`config.mk`:
```
export PLATFORM = sky130hd
export DESIGN_NAME = fetch_unit
export DESIGN_NICKNAME = d
export VERILOG_FILES = /design/src/rtl/fetch_unit.sv
export SDC_FILE = /design/constraint.sdc
export NUM_CORES = 1
export LEC_CHECK = 0
export CAP_MARGIN = 0
export CORE_ASPECT_RATIO = 0.75
export CORE_MARGIN = 4
export CORE_UTILIZATION = 48
export DETAILED_ROUTE_END_ITERATION = 10
export PLACE_DENSITY = 0.85
export SETUP_SLACK_MARGIN = 0.3
export SYNTH_ARGS = -nofsm -noshare
export SYNTH_HDL_FRONTEND = slang
export SYNTH_SLANG_ARGS = --single-unit
```
`constraint.sdc`:
```
create_clock -name clk -period 4.57 [get_ports clk]
set_input_delay 0.914 -clock clk [delete_from_list [all_inputs] [get_ports clk]]
set_output_delay 0.914 -clock clk [all_outputs]
set_load 0.01 [all_outputs]
```
`src/rtl/fetch_unit.sv`:
```
// Instruction-fetch stage: one outstanding imem request, IF/ID register with a
// one-entry skid buffer, and next-PC / load-enable generation for the PC register.
module fetch_unit #(
    parameter int ADDR_W  = 32,
    parameter int INSTR_W = 32
) (
    input  logic               clk,
    input  logic               rst,
    input  logic [ADDR_W-1:0]  pc_q,
    output logic [ADDR_W-1:0]  pc_next,
    output logic               pc_load,
    output logic               imem_req,
    output logic [ADDR_W-1:0]  imem_addr,
    input  logic               imem_ready,
    input  logic               imem_rvalid,
    input  logic [INSTR_W-1:0] imem_rdata,
    input  logic               redirect,
    input  logic [ADDR_W-1:0]  redirect_pc,
    input  logic               stall,
    output logic               if_valid,
    output logic [ADDR_W-1:0]  if_pc,
    output logic [INSTR_W-1:0] if_instr
);

    typedef enum logic [1:0] {
        ST_IDLE,
        ST_REQ,
        ST_WAIT,
        ST_HOLD
    } state_e;

    state_e             state_q, state_d;
    logic               drop_q, drop_d;
    logic               if_valid_q, if_valid_d;
    logic [ADDR_W-1:0]  if_pc_q, if_pc_d;
    logic [INSTR_W-1:0] if_instr_q, if_instr_d;
    logic [ADDR_W-1:0]  skid_pc_q, skid_pc_d;
    logic [INSTR_W-1:0] skid_instr_q, skid_instr_d;

    logic [ADDR_W-1:0]  pc_inc;
    logic [ADDR_W-1:0]  redirect_target;
    logic               if_free;
    logic               unused_redirect_lsb;

    assign pc_inc              = pc_q + ADDR_W'(4);
    assign redirect_target     = {redirect_pc[ADDR_W-1:2], 2'b00};
    assign unused_redirect_lsb = ^redirect_pc[1:0];
    assign if_free             = !if_valid_q || !stall;

    // NOTE: every signal assigned in this block gets a default first, so no
    // path through the case/if tree can leave a value unassigned (no latches).
    always_comb begin
        state_d      = state_q;
        drop_d       = drop_q;
        if_valid_d   = if_valid_q;
        if_pc_d      = if_pc_q;
        if_instr_d   = if_instr_q;
        skid_pc_d    = skid_pc_q;
        skid_instr_d = skid_instr_q;
        imem_req     = 1'b0;
        imem_addr    = pc_q;
        pc_next      = pc_inc;
        pc_load      = 1'b0;

        // Decode takes the current entry whenever it is not stalled.
        if (if_valid_q && !stall) begin
            if_valid_d = 1'b0;
        end

        case (state_q)
            ST_IDLE: begin
                state_d = ST_REQ;
            end
            ST_REQ: begin
                imem_req = 1'b1;
                if (imem_ready) begin
                    state_d = ST_WAIT;
                end
            end
            ST_WAIT: begin
                if (imem_rvalid) begin
                    if (drop_q) begin
                        drop_d  = 1'b0;
                        state_d = ST_REQ;
                    end else if (if_free) begin
                        if_valid_d = 1'b1;
                        if_pc_d    = pc_q;
                        if_instr_d = imem_rdata;
                        pc_load    = 1'b1;
                        state_d    = ST_REQ;
                    end else begin
                        skid_pc_d    = pc_q;
                        skid_instr_d = imem_rdata;
                        pc_load      = 1'b1;
                        state_d      = ST_HOLD;
                    end
                end
            end
            ST_HOLD: begin
                if (!stall) begin
                    if_valid_d = 1'b1;
                    if_pc_d    = skid_pc_q;
                    if_instr_d = skid_instr_q;
                    state_d    = ST_REQ;
                end
            end
            default: begin
                state_d = ST_IDLE;
            end
        endcase

        // A redirect overrides whatever the state logic decided above.
        if (redirect) begin
            pc_load      = 1'b1;
            pc_next      = redirect_target;
            if_valid_d   = 1'b0;
            skid_pc_d    = '0;
            skid_instr_d = '0;
            case (state_q)
                ST_REQ: begin
                    if (imem_ready) begin
                        drop_d  = 1'b1;
                        state_d = ST_WAIT;
                    end else begin
                        state_d = ST_REQ;
                    end
                end
                ST_WAIT: begin
                    if (imem_rvalid) begin
                        drop_d  = 1'b0;
                        state_d = ST_REQ;
                    end else begin
                        drop_d  = 1'b1;
                        state_d = ST_WAIT;
                    end
                end
                ST_HOLD: begin
                    state_d = ST_REQ;
                end
                default: begin
                    state_d = ST_REQ;
                end
            endcase
        end

        if (rst) begin
            imem_req = 1'b0;
            pc_load  = 1'b0;
        end
    end

    // NOTE: state registers use non-blocking assignments so every flop samples
    // the pre-edge value of its neighbours; reset here is synchronous.
    always_ff @(posedge clk) begin
        if (rst) begin
            state_q      <= ST_IDLE;
            drop_q       <= 1'b0;
            if_valid_q   <= 1'b0;
            if_pc_q      <= '0;
            if_instr_q   <= '0;
            skid_pc_q    <= '0;
            skid_instr_q <= '0;
        end else begin
            state_q      <= state_d;
            drop_q       <= drop_d;
            if_valid_q   <= if_valid_d;
            if_pc_q      <= if_pc_d;
            if_instr_q   <= if_instr_d;
            skid_pc_q    <= skid_pc_d;
            skid_instr_q <= skid_instr_d;
        end
    end

    assign if_valid = if_valid_q;
    assign if_pc    = if_pc_q;
    assign if_instr = if_instr_q;

endmodule

```
# Word-level counts from Yosys, hierarchy flattened
# Cells that the tools add are included.
classes:
  eq_ne: 10
  reduce_logical: 10
  bitwise: 2
  n_mux: 40
  addsub: 1
op_table:
  columns: ["op", "n"]
  rows:
  - ["$mux 32", 9]
  - ["$pmux 32 s2", 2]
  - ["$add 32x3->32 const B", 1]
  - ["$mux 1", 17]
  - ["$mux 2", 8]
  - ["$ne 3x3->1 const B", 3]
  - ["$ne 2x2->1 const B", 4]
  - ["$pmux 2 s4", 1]
  - ["$reduce_and 5->1", 1]
  - ["$eq 2x2->1 const B", 2]
  - ["$pmux 1 s2", 2]
  - ["$pmux 2 s2", 1]
  - ["$reduce_and 4->1", 1]
  - ["$reduce_and 3->1", 1]
  - ["$eq 2x1->1 const B", 1]
  - ["$logic_not 1->1", 2]
  - ["$logic_not 2->1", 1]
  - ["$not 1->1", 2]
  - ["$reduce_bool 2->1", 1]
  - ["$reduce_or 2->1", 1]
  - ["$logic_and 1x1->1", 1]
  - ["$logic_or 1x1->1", 1]
word_totals:
  ff_bits: 132
  word_cells: 70
  out_inout_bits: 131

# Logic depth before layout (Yosys ltp)
logic_depth:
  ltp_word: 7
  ltp_mapped: 8
  mapped_depth_nobuf: 6

# Least setup slack after synthesis
# Ideal clock, no wire load.
synth_path:
  kind: "input -> output"
  start: "in pc_q[2]"
  end: "out pc_next[20]"
  arrival_ns: 2.596
  slack_ns: 1.060
  stages: 6
  path_cell_list: "ha_1 nand3_2 or4_1 buf_2 or4_1 a31oi_1"
synth_between:
  elab_chain_len: 2
synth_rtl:
  columns: ["item", "line_no", "text"]
  rows:
  - ["start: declaration", "9", "input logic [ADDR_W-1:0] pc_q,"]
  - ["$add 32x3->32", "45", "assign pc_inc = pc_q + ADDR_W'(4);"]
  - ["$mux 32", "113", "if (redirect) begin"]
  - ["end: declaration", "10", "output logic [ADDR_W-1:0] pc_next,"]
# Every way passes these cells.

# Worst setup path in the final report
layout_path:
  start: "in pc_q[14]"
  end: "out pc_next[29]"
# Same word-level chain as after synthesis.

==> impl_metrics.py <==
metrics = {
    "critical_path": {
        "most_frequent_cell_on_critical_path": "buf_4",
        "slowest_stage": "or4_4",
        "worstRegToRegCells": 7,
        "path_cells": "clkdlybuf4s50_1 > nand3_2 > or4_4 > buf_4 > buf_4 > o311a_1 > a221o_1 > dlygate4sd2_1",
        "worst_r2r_endpoint": "skid_instr_q[10]",
        "critical_path_peak_fanout": 4,
        "worstSetupStartpointType": "input pin",
        "worst_ep_arrival_time_ns": 3.26,
        "worst-setup-path-type": "in2out",
        "worst_path_largest_cell_delay_ns": 0.55,
        "critPathRequiredTime_ns": 3.66,
        "critical_path.reg2reg.startpoint": "state_q[0]",
        "regToRegSetupSlack_ns": 1.92,
        "end_kind": "primary output",
    },
    "job": {
        "maxCapViolCount": 0,
    },
    "power": {
        "power.static_leakage_nw": 3.204,
        "p_clk_frac": 0.426,
        "p_sw_frac": 0.2778,
        "worst_ir_drop_vdd_v": 0.0002369,
        "sequentialPowerShare": 0.386,
        "cellInternalPower_mw": 2.291,
        "cellPowerDensity_mw_per_mm2": 330.4,
        "p_sw_mw": 0.8813,
        "comb_power_share": 0.188,
    },
    "sta": {
        "fin_ws_ns": 0.3933,
        "slew_headroom": 0.4173,
        "setup_viol": 0,
        "finalSetupTns_ns": 0,
        "timing.final.max_slew_violations": 0,
        "finalClockSkew_ns": 0.01016,
        "post-route-min-period_ns": 4.177,
        "rsz0062_at_grt": "false",
        "worst_pin_slew_ns": 0.8740,
        "final_period_utilization": 0.9139,
        "final_hold_viol_count": 0,
        "maxClockFrequency_mhz": 239.4,
    },
    "drt": {
        "drt_first_iter_violations": 437,
        "final_routed_wire_length_divided_by_cell_count_um": 17.99,
        "drt-vias-per-instance": 5.646,
        "firstDrtPassIters": 7,
        "final_routed_wirelength_across_all_metal_layers_um": 21490,
        "final_antenna_net_count": 0,
        "vias": 6747,
        "dr_drc_count": 0,
    },
    "cts": {
        "clock_sinks": 132,
        "clkSlewWorstSetupHoldPaths_ns": 0.06,
        "cts-htree-levels": 4,
        "cts.hold.buffers_added": 0,
        "numCtsBuffers": 17,
        "cts_tree": "done",
        "clk-insertion-delay-late_ns": 0.41,
        "clock_path_buffers": 2,
        "cts.root.buffer_cell": "clkbuf_16",
    },
    "synthesis": {
        "syn-cell-area_sq_mm": 0.006610,
        "synthesis.instances": 814,
        "synth-edff-count": 0,
        "yosysSeqAreaShare": 0.3998,
        "yosys.cell_types.count": 43,
        "yosysWarnings": 0,
        "total_of_flip_flops_plus_latches_after_synthesis": 132,
        "async_flop_share": 0,
        "synth.net_count": 921,
        "avgSynthCellArea_sq_um": 8.121,
        "synth_flop_cell": "dfxtp_1",
    },
    "hold_path": {
        "hold_crit_depth": 2,
        "classification_of_the_worst_slack_hold_path": "reg2reg",
        "worst_hold_path.endpoint": "skid_instr_q[12]",
        "hold_start": "skid_instr_q[12]",
    },
    "die": {
        "fp.dieW_um": 143.5,
        "rows": 36,
        "die_height_um": 109.6,
        "initial_core_util": 0.4991,
        "coreArea_sq_mm": 0.01324,
        "dieArea_sq_mm": 0.01573,
        "design.portCount": 233,
    },
    "layout": {
        "finalNonFillerCells": 1195,
        "area_delta_synth_final_pct": 45.28,
        "num-fill-cells": 1005,
        "layout.cells.most_common_list": "clkdlybuf4s50_1 (215), nand2_1 (154), dfxtp_1 (132)",
        "postLayoutCoreUtil": 0.7252,
        "nNetsFinal": 1118,
        "final_cell_area_sq_mm": 0.009603,
        "layout.cells.most_common": "clkdlybuf4s50_1",
        "antenna_cells": 0,
        "final_layout_size_suffix_gt1_frac": 0.09668,
    },
    "global_routing": {
        "grt_antenna_before_repair": 0,
        "grt.total_usage": 0.2693,
        "grt_pass1_vias": 6624,
        "grt_remaining_overflow": 0,
        "grt_first_pass_wirelength_um": 33800,
        "grt_start_max_net_pins": 65,
    },
    "placed_design": {
        "port_buffers": 230,
        "detailedPlace.worstSlack_ns": -0.02894,
        "detailedPlacementHpwl_um": 14350,
        "routabilityCongestion": 0.8626,
        "dpl-instance-area_sq_mm": 0.008965,
        "dp_cells": 1158,
    },
    "run_status": {
        "status": "finished, final reports clean",
    },
}
==> worst max path at each step <==
stage / slack, ns / to / from / depth (start not counted)
2_1_floorplan: 1.06 / pc_next[20] / pc_q[2] / 6
3_3_place_gp: 0.03 / pc_next[20] / pc_q[2] / 7
3_5_place_dp: -0.03 / pc_next[31] / pc_q[2] / 7
4_1_cts: 0.12 / pc_next[31] / pc_q[2] / 7
5_1_grt: 0.32 / pc_next[29] / pc_q[12] / 8
6_report: 0.39 / pc_next[29] / pc_q[14] / 8
==> cell families (layout without fill, tap and decap cells) <==
kind of cell | count (synthesis) | in the layout | share of synthesized area
and+or+nand+nor | 305 | 305 | 0.2126
AOI/OAI and AO/OA | 180 | 180 | 0.1707
DFF | 132 | 132 | 0.3998
buffers and inverters | 112 | 322 | 0.08840
muxes | 67 | 67 | 0.1018
xor gates and xnor gates | 13 | 13 | 0.01723
adders and majority gates | 5 | 5 | 0.009464
==> cells in the mapped netlist (7+ instances only) <==
library cell    n  area (sq um)
nand2_1       154         578.1
dfxtp_1       132          2643
nor3_1         69         345.3
a21oi_1        67         335.3
mux2i_1        65         650.6
a211oi_1       64         480.5
clkbuf_1       52         195.2
buf_4          33         247.7
nor2_1         20         75.07
o21ai_0        20         100.1
a31oi_1        15         93.84
nand3_1        14         70.07
buf_1          10         37.54
xnor2_1        10         87.58
inv_1           9         33.78
or4_1           8         60.06
and3_1          7         43.79
==> state kept, by name, indices dropped and copies added, names as in the netlist <==
signal and flops:
if_instr 32, state_q 2, skid_pc_q 32, drop_q 1
skid_instr_q 32, if_valid 1, if_pc 32
==> layer usage <==
metal  up-vias  wire [um]  global-route usage  part of all wire
met3        43       1735             0.07261             0.081
met4         0        424             0.08401             0.020
met2       263      10230              0.4586              0.48
met5         -          0                   0                 0
met1      3186       9104              0.3348              0.42
li1       3255          -                   -                 -
==> critical path: cells and delay by family <==
family,cells,cell delay (ns)
AO/OA/AOI/OAI,2,0.57
AND/OR/NAND/NOR,2,0.69
buffers and inverters,4,1.08
==> what timing repair did <==
item	in CTS	in global routing
gates resized for setup	10	11
pin swaps	0	3
setup buffers	4	1
setup endpoints to repair	14	14
==> per-stage QoR <==
step                      total power, mW  hold WS, ns
after floorplan                     1.519       0.4360
after global placement              1.836       0.4408
after detailed placement            1.846       0.4463
after CTS                           3.188       0.4543
after global routing                3.298       0.4670
final                               3.173       0.4533
==> layout make-up <==
cell class	instances	area, sq um	area share
Tap cell	171	214.0	0.02228
Inverter	9	33.78	0.003518
Multi-Input combinational cell	570	3432	0.3574
Clock buffer	17	425.4	0.04430
Timing Repair Buffer	281	2694	0.2805
Clock inverter	15	161.4	0.01681
Sequential cell	132	2643	0.2752
==> power by group through the flow <==
stage               clock [mW]  sequential [mW]  combinational, mW
finish                    1.35             1.22              0.598
global route              1.43             1.23              0.643
CTS                       1.37             1.22              0.599
detailed placement           0             1.25              0.597
global placement             0             1.25              0.588
floorplan                    0             1.27              0.253
(Power assumes the default switching activity.)
